### src/rtl/fifo_uart_drain_pkg.sv
// Shared definitions for the FIFO-to-UART drain: FSM encoding, word width and
// the default baud divisor for a 12 MHz clock at 115200 baud.
package fifo_uart_drain_pkg;

    localparam int CLK_HZ    = 12_000_000;
    localparam int BAUD_RATE = 115_200;

    // Integer truncation gives 104; the resulting ~0.2% rate error is well inside 8N1 tolerance.
    localparam int DEFAULT_BAUD_DIV = CLK_HZ / BAUD_RATE;

    localparam int FIFO_W = 8;

    typedef enum logic [1:0] {
        IDLE  = 2'd0,
        START = 2'd1,
        DATA  = 2'd2,
        STOP  = 2'd3
    } state_t;

endpackage

### src/rtl/fifo_uart_drain_if.sv
// FIFO head/flag/pop handshake between fifo_stack (master) and its drain (slave).
interface fifo_uart_drain_if;
    import fifo_uart_drain_pkg::*;

    logic [FIFO_W-1:0] I_DATA;
    logic              empty;
    logic              fifo_busy;
    logic              pop;

    modport master (
        output I_DATA,
        output empty,
        output fifo_busy,
        input  pop
    );

    modport slave (
        input  I_DATA,
        input  empty,
        input  fifo_busy,
        output pop
    );

endinterface

### src/rtl/fifo_uart_drain_baud_tick.sv
// Bit-period timer: restarts from zero on load and flags the last cycle of
// every BAUD_DIV-cycle period. Usable unchanged by a UART receiver.
module fifo_uart_drain_baud_tick
    import fifo_uart_drain_pkg::*;
#(
    parameter int BAUD_DIV = DEFAULT_BAUD_DIV
) (
    input  logic clk,
    input  logic reset,
    input  logic load,
    output logic tick
);

    localparam int CNT_W = (BAUD_DIV > 1) ? $clog2(BAUD_DIV) : 1;
    localparam logic [CNT_W-1:0] LAST = CNT_W'(BAUD_DIV - 1);

    logic [CNT_W-1:0] cnt_reg;

    always_ff @(posedge clk) begin
        if (reset || load) begin
            cnt_reg <= '0;
        end else if (cnt_reg == LAST) begin
            cnt_reg <= '0;
        end else begin
            cnt_reg <= cnt_reg + 1'b1;
        end
    end

    assign tick = (cnt_reg == LAST);

endmodule

### src/rtl/fifo_uart_drain.sv
// Drains fifo_stack one byte at a time and sends each byte as a UART 8N1 frame
// on TX. One shift register, no further buffering.
module fifo_uart_drain
    import fifo_uart_drain_pkg::*;
#(
    parameter int BAUD_DIV = DEFAULT_BAUD_DIV,
    parameter int DATA_W   = 8
) (
    input  logic               clk,
    input  logic               reset,
    input  logic               enable,
    fifo_uart_drain_if.slave   fifo,
    output logic               TX,
    output logic               tx_busy
);

    state_t            state_reg;
    logic [DATA_W-1:0] shift_reg;
    logic [2:0]        bit_cnt_reg;
    logic              tx_reg;
    logic              pop_reg;
    logic              busy_reg;
    logic              launch;
    logic              tick;

    assign launch = (state_reg == IDLE) && enable && !fifo.empty && !fifo.fifo_busy;

    // Loading on the launch edge aligns the first tick with the end of the start bit.
    fifo_uart_drain_baud_tick #(
        .BAUD_DIV (BAUD_DIV)
    ) u_baud_tick (
        .clk   (clk),
        .reset (reset),
        .load  (launch),
        .tick  (tick)
    );

    always_ff @(posedge clk) begin
        if (reset) begin
            state_reg   <= IDLE;
            shift_reg   <= '0;
            bit_cnt_reg <= '0;
            tx_reg      <= 1'b1;
            pop_reg     <= 1'b0;
            busy_reg    <= 1'b0;
        end else begin
            pop_reg <= 1'b0;
            case (state_reg)
                IDLE: begin
                    if (launch) begin
                        shift_reg <= fifo.I_DATA;
                        pop_reg   <= 1'b1;
                        tx_reg    <= 1'b0;
                        busy_reg  <= 1'b1;
                        state_reg <= START;
                    end
                end
                START: begin
                    if (tick) begin
                        tx_reg      <= shift_reg[0];
                        bit_cnt_reg <= '0;
                        state_reg   <= DATA;
                    end
                end
                DATA: begin
                    if (tick) begin
                        shift_reg   <= shift_reg >> 1;
                        bit_cnt_reg <= bit_cnt_reg + 3'd1;
                        if (bit_cnt_reg == 3'd7) begin
                            tx_reg    <= 1'b1;
                            state_reg <= STOP;
                        end else begin
                            tx_reg <= shift_reg[1];
                        end
                    end
                end
                STOP: begin
                    // Returning to IDLE here guarantees one idle cycle before the next launch.
                    if (tick) begin
                        busy_reg  <= 1'b0;
                        state_reg <= IDLE;
                    end
                end
                default: begin
                    state_reg <= IDLE;
                end
            endcase
        end
    end

    assign fifo.pop = pop_reg;
    assign TX       = tx_reg;
    assign tx_busy  = busy_reg;

endmodule

### src/flat_wrapper.sv
// flat-port wrapper written by rule: the top's interface ports become plain ports
module fifo_uart_drain_flat import fifo_uart_drain_pkg::*;
#(
    parameter int BAUD_DIV = DEFAULT_BAUD_DIV,
    parameter int DATA_W   = 8
)
  (clk, reset, enable, TX, tx_busy, fifo_I_DATA, fifo_empty, fifo_fifo_busy, fifo_pop);
  fifo_uart_drain_if fifo_i ();
  input  logic clk;
  input  logic reset;
  input  logic enable;
  output logic TX;
  output logic tx_busy;
  input wire logic [$bits(fifo_i.I_DATA)-1:0] fifo_I_DATA;
  input wire logic [$bits(fifo_i.empty)-1:0] fifo_empty;
  input wire logic [$bits(fifo_i.fifo_busy)-1:0] fifo_fifo_busy;
  output wire logic [$bits(fifo_i.pop)-1:0] fifo_pop;
  assign fifo_i.I_DATA = fifo_I_DATA;
  assign fifo_i.empty = fifo_empty;
  assign fifo_i.fifo_busy = fifo_fifo_busy;
  assign fifo_pop = fifo_i.pop;
  fifo_uart_drain #(.BAUD_DIV(BAUD_DIV), .DATA_W(DATA_W)) u_core (.clk(clk), .reset(reset), .enable(enable), .fifo(fifo_i), .TX(TX), .tx_busy(tx_busy));
endmodule
### config.mk
export PLATFORM = sky130hd
export DESIGN_NAME = fifo_uart_drain_flat
export DESIGN_NICKNAME = d
export VERILOG_FILES = /design/src/rtl/fifo_uart_drain_pkg.sv /design/src/rtl/fifo_uart_drain_if.sv /design/src/rtl/fifo_uart_drain_baud_tick.sv /design/src/rtl/fifo_uart_drain.sv /design/src/flat_wrapper.sv
export SDC_FILE = /design/constraint.sdc
export NUM_CORES = 1
export LEC_CHECK = 0
export CAP_MARGIN = 25
export CORE_MARGIN = 2
export CORE_UTILIZATION = 33
export DETAILED_ROUTE_END_ITERATION = 10
export GPL_TIMING_DRIVEN = 0
export REMOVE_ABC_BUFFERS = 1
export SLEW_MARGIN = 20
export SYNTH_ARGS = -nofsm -noshare
export SYNTH_HDL_FRONTEND = slang
export SYNTH_HIERARCHICAL = 1
export SYNTH_SLANG_ARGS = --single-unit
### constraint.sdc
create_clock -name clk -period 5.45 [get_ports clk]
set_input_delay 0.545 -clock clk [delete_from_list [all_inputs] [get_ports clk]]
set_output_delay 0.545 -clock clk [all_outputs]
set_load 0.1 [all_outputs]
## After elaboration in Yosys (flattened, before gate mapping)

Index checks and enable logic that the tools add are counted.

| storage, ports and cells | value |
|---|---|
| bits in read-only memories | 0 |
| output and inout bits | 3 |
| memory bits (writable) | 0 |
| latch bits | 0 |
| memories | 0 |
| input bits | 13 |
| register bits | 23 |

| operators by class | value |
|---|---|
| div/mod/pow operators | 0 |
| $mul | 0 |
| mux-type cells | 21 |
| order comparisons | 0 |
| equal/unequal tests | 10 |
| bitwise logic cells | 1 |
| reductions and logical operators | 18 |
| shifts and indexed selects | 0 |
| add/subtract/negate cells | 2 |

Operators by type and width:

| kind | number |
|---|---|
| $mux 8 | 2 |
| $pmux 8 s2 | 1 |
| $mux 2 | 5 |
| $reduce_and 3->1 | 3 |
| $ne 2x1->1 const B | 4 |
| $pmux 2 s4 | 1 |
| $add 7x1->7 const B | 1 |
| $eq 7x7->1 const B | 1 |
| $mux 1 | 7 |
| $mux 3 | 2 |
| $pmux 3 s2 | 1 |
| $reduce_bool 2->1 | 3 |
| $reduce_and 5->1 | 1 |
| $eq 2x2->1 const B | 2 |
| $reduce_and 4->1 | 1 |
| $reduce_or 2->1 | 2 |
| $add 3x1->3 const B | 1 |
| $eq 3x3->1 const B | 1 |
| $logic_and 1x1->1 | 3 |
| $pmux 1 s3 | 1 |
| $reduce_bool 3->1 | 1 |
| $eq 2x1->1 const B | 1 |
| $logic_not 1->1 | 2 |
| $logic_not 2->1 | 1 |
| other kinds (4) | 4 |

## Longest topological paths before layout

| logic depth | value |
|---|---|
| depth after elaboration | 6 |
| mapped depth | 8 |
| mapped depth without buffers | 7 |

## By module

The synthesis kept the hierarchy.

By module, submodules not included:

| module | times used | area each (um^2) | cells each |
|---|---|---|---|
| fifo_uart_drain | 1 | 844.6 | 92 |
| fifo_uart_drain_baud_tick | 1 | 302.8 | 34 |

## Worst setup path after synthesis

Ideal clock, no wire load.

| path | value |
|---|---|
| kind | flip-flop to flip-flop |
| from | register u_core.u_baud_tick.cnt_reg[0] |
| to | register u_core.shift_reg[6] |
| path buffers | 1 |
| setup slack | 3.673 ns |
| cell stages (with the launch flop) | 9 |
| data arrival time | 1.698 ns |
| library setup time | 0.079 ns |
| period minus slack after synthesis | 1.777 ns |
| required time | 5.371 ns |
| cell sequence | dfxtp_1 ha_1 nand2_1 nor2_1 nor2b_1 a211oi_4 buf_6 nor2_2 a211oi_2 |

| on the way | value |
|---|---|
| cells in the longest elaborated chain, start to end | 3 |

Ends and longest elaborated chain:

| what | RTL line | source |
|---|---|---|
| start, declared | fifo_uart_drain_baud_tick.sv:17 | `logic [CNT_W-1:0] cnt_reg;` |
| start signal, assigned | fifo_uart_drain_baud_tick.sv:25 | `cnt_reg <= cnt_reg + 1'b1;` |
| $eq 7x7->1 | fifo_uart_drain_baud_tick.sv:29 | `assign tick = (cnt_reg == LAST);` |
| net u_core.tick | fifo_uart_drain.sv:24 | `logic tick;` |
| $ne 2x1->1 (no line) | -- |  |
| $reduce_and 3->1 (no line) | -- |  |
| end signal, assigned | fifo_uart_drain.sv:51 | `shift_reg <= fifo.I_DATA;` |
| end signal, assigned | fifo_uart_drain.sv:67 | `shift_reg <= shift_reg >> 1;` |
| end, declared | fifo_uart_drain.sv:18 | `logic [DATA_W-1:0] shift_reg;` |

The timed path passes the listed nets, and every way through them passes these cells.
A chain may end at the register's enable or synchronous reset.

## Worst setup path in the final report

| path | value |
|---|---|
| from | register u_core.busy_reg (netlist: u_core/tx_busy) |
| to | output port tx_busy |

RTL lines:

| what | RTL line | source |
|---|---|---|
| start, declared | fifo_uart_drain.sv:22 | `logic busy_reg;` |
| start signal, assigned | fifo_uart_drain.sv:45 | `busy_reg <= 1'b0;` |
| start signal, assigned | fifo_uart_drain.sv:54 | `busy_reg <= 1'b1;` |
| start signal, assigned | fifo_uart_drain.sv:80 | `busy_reg <= 1'b0;` |
| end, declared | flat_wrapper.sv:13 | `output logic tx_busy;` |

No word-level cell between the ends.

==> results by group <==
Cells and area
  – Nets@finish: 163
  – Layout cell share with drive strength beyond 1: 5.71%
  – Leading cell type in the layout, fill and taps excluded: dfxtp_1
  – # fillers: 330
  – Register area: 460 um2
  – Final Core Density: 40.6%
  – Most frequent cells in the layout: 23 x dfxtp_1, 20 x nor2_1, 15 x clkdlybuf4s50_1
  – Max reg flops: 8
  – Area Overhead vs Synth: 18.0%
  – Multi-input gate area: 641 um2
  – Diode count: 0

Timing
  – Final WS setup: 3.09 ns
  – Final number of setup-violating endpoints: 0
  – Fmax: 0.423 GHz
  – Worst Hold Margin: 0.485 ns
  – Fin. Hold Viols: 0
  – Final min period: 2.36 ns
  – Slew Viols, Final: 0
  – Worst Clk Skew: 0.00481 ns
  – Worst Tran Pin Value: 0.964 ns
  – Setup TNS Final: 0 ns
  – Fraction of the cycle the final worst path needs: 43.3%
  – RSZ-0062 raised after global routing: no
  – Slew Limit Headroom: 35.5%

Setup path
  – Crit path to: tx_busy
  – CP peak stage delay: 1.14 ns
  – CP endpoint kind: primary output
  – CP Launch Point: u_core/tx_busy
  – Buf+Inv Stages, Crit Path: 1
  – Worst Setup Start Kind: flip-flop
  – Critical path arrival: 1.82 ns
  – Slowest CP cell: clkdlybuf4s50_1
  – Data required, critical path: 4.91 ns
  – Worst r2r dst: u_core/shift_reg[2]
  – CP max FO: 3
  – WP depth: 1
  – Cell breakdown of the critical path: clkdlybuf4s50_1
  – R2R Setup Slk: 3.11 ns
  – Reg2Reg Depth: 6
  – Top delay family on crit path: buffers and inverters
  – Worst flop-to-flop path startpoint: u_core/state_reg[0]
  – Kind of critical path: reg -> out

Pwr
  – Tot Pwr: 552 uW
  – Worst vdd ir: 150 uV
  – Leak: 0.000482 uW
  – PD cells: 407 nW/um2

Detailed routing
  – Post-route ant nets: 0
  – First-pass DRT Iterations: 3
  – Mean routed wirelength per cell: 10.9 um
  – Vias: 882
  – Number of vias per cell: 4.74
  – Initial DRC Count: 35
  – DRC: 0
  – Routed WL: 2020 um

Clock tree
  – Clk_lat worst skew: 0.30 ns
  – PostCTS Resize Cnt: 0
  – CTS tree: yes
  – CTS Root Cell: clkbuf_4
  – Number of setup buffers added after CTS: 0
  – Clock Sink Count: 23
  – CTS clock-pin slew for the worst setup and hold paths: 0.12 ns
  – Htree depth: 1
  – Total CTS buffers: 3
  – Hold-fix buffers, CTS: 0
  – Clock Path Buffers: 2

Global routing
  – Grt ovf: 0
  – Vias in the first global route: 872
  – Largest net degree at the start of global routing: 23
  – First-pass GRT wire length: 3740 um
  – Total track usage: 11.7%
  – Initial antenna violation count: 0

Min path
  – Min-delay worst type: reg -> reg

Floorplan
  – Starting density of the core: 34.4%
  – Die footprint: 3960 um2
  – IO Pins: 16
  – Core Region: 3340 um2
  – DIE WIDTH: 63.0 um
  – Die height: 63.0 um
  – Row cnt: 21

Run
  – Max-cap viol count: 0

Place
  – Placer Congestion: 0.710
  – Worst slack, placed: 2.96 ns
  – HPWL after DPL: 1490 um
  – IO buf count: 15

Synth
  – Syn Inst Count: 126
  – Area leader, netlist: dfxtp_1
  – Synth Register Bits: 23
  – Ys Warns: 6
  – Synthesized area: 1150 um2
  – Register area share after synthesis: 40.1%
  – Post-Syn Area per Cell: 9.11 um2
  – Share of the synthesized area in the top cell type: 40.1%
  – Yosys cell types: 36
  – Leading post-synthesis cells by cell area: dfxtp_1 40%, ha_1 9.8%, nor2_1 6.5%, mux2i_1 6.1%, a211oi_1 3.9%

Status
  – Status: complete, no violations
-- stage by stage --
stage / std cells / cell area [um2]
detailed placement: 182 / 1330
floorplan: 121 / 1120
CTS: 186 / 1350
global route: 186 / 1350
finish: 186 / 1350
global placement: 182 / 1330
-- cells by family after synthesis --
group / synth area share [%]
XOR/XNOR: 2.29
adder cells (fa/ha/maj): 9.81
flip-flops: 40.1
AO/OA/AOI/OAI: 17.6
multiplexers: 6.11
buffers and inverters: 4.03
AND/OR/NAND/NOR: 20.1
-- layout make-up --
| cell class | instances | area share (%) |
|---|---|---|
| Timing Repair Buffer | 15 | 11.1 |
| Clock buffer | 4 | 1.94 |
| Sequential cell | 23 | 34.0 |
| Inverter | 5 | 1.39 |
| Tap cell | 46 | 4.25 |
| Multi-Input combinational cell | 93 | 47.3 |
-- per-layer routing --
metal	wire length, um	GRT usage (%)	part of all wire [%]
met1	994	13.8	49
met2	959	20.5	47
met3	38	1.26	1.9
met4	27	6.67	1.3
met5	0	0	0
-- how the worst min path moves through the flow --
| stage | depth (start not counted) | start | endpoint |
|---|---|---|---|
| floorplan | 1 | u_core/u_baud_tick/cnt_reg[0] | u_core/u_baud_tick/cnt_reg[0] |
| global placement | 1 | u_core/u_baud_tick/cnt_reg[0] | u_core/u_baud_tick/cnt_reg[0] |
| detailed placement | 1 | u_core/u_baud_tick/cnt_reg[0] | u_core/u_baud_tick/cnt_reg[0] |
| CTS | 2 | u_core/tx_busy | u_core/tx_busy |
| global route | 2 | u_core/tx_busy | u_core/tx_busy |
| finish | 2 | u_core/tx_busy | u_core/tx_busy |
-- power by group --
part	switching [uW]	total [uW]	internal, uW
registers	25.4	234	209
logic	150	240	89.8
clock network	49.2	77.7	28.5
total	225	552	327
-- synth_stat cells --
| cell type | n |
|---|---|
| dfxtp_1 | 23 |
| nor2_1 | 20 |
| ha_1 | 9 |
| nand2_1 | 9 |
| mux2i_1 | 7 |
| a211oi_1 | 6 |
| a21oi_1 | 5 |
| inv_1 | 5 |
| o21ai_0 | 5 |
| nand3_1 | 3 |
| o31ai_1 | 3 |
| a32oi_1 | 2 |
| buf_1 | 2 |
| nor2b_1 | 2 |
| o22ai_1 | 2 |
| or3_1 | 2 |
| xor2_1 | 2 |
| a211oi_2 | 1 |
| a211oi_4 | 1 |
| and2_1 | 1 |
| buf_2 | 1 |
| buf_6 | 1 |
| clkbuf_1 | 1 |
| nand2b_1 | 1 |
| nand3_2 | 1 |
| nand4bb_1 | 1 |
| nor2_2 | 1 |
| nor3_1 | 1 |
| nor3b_1 | 1 |
| o211ai_1 | 1 |
| o21ai_1 | 1 |
| o2bb2ai_1 | 1 |
| or3b_4 | 1 |
| or4_1 | 1 |
| or4b_1 | 1 |
| xnor2_1 | 1 |
(Power assumes the default switching activity.)
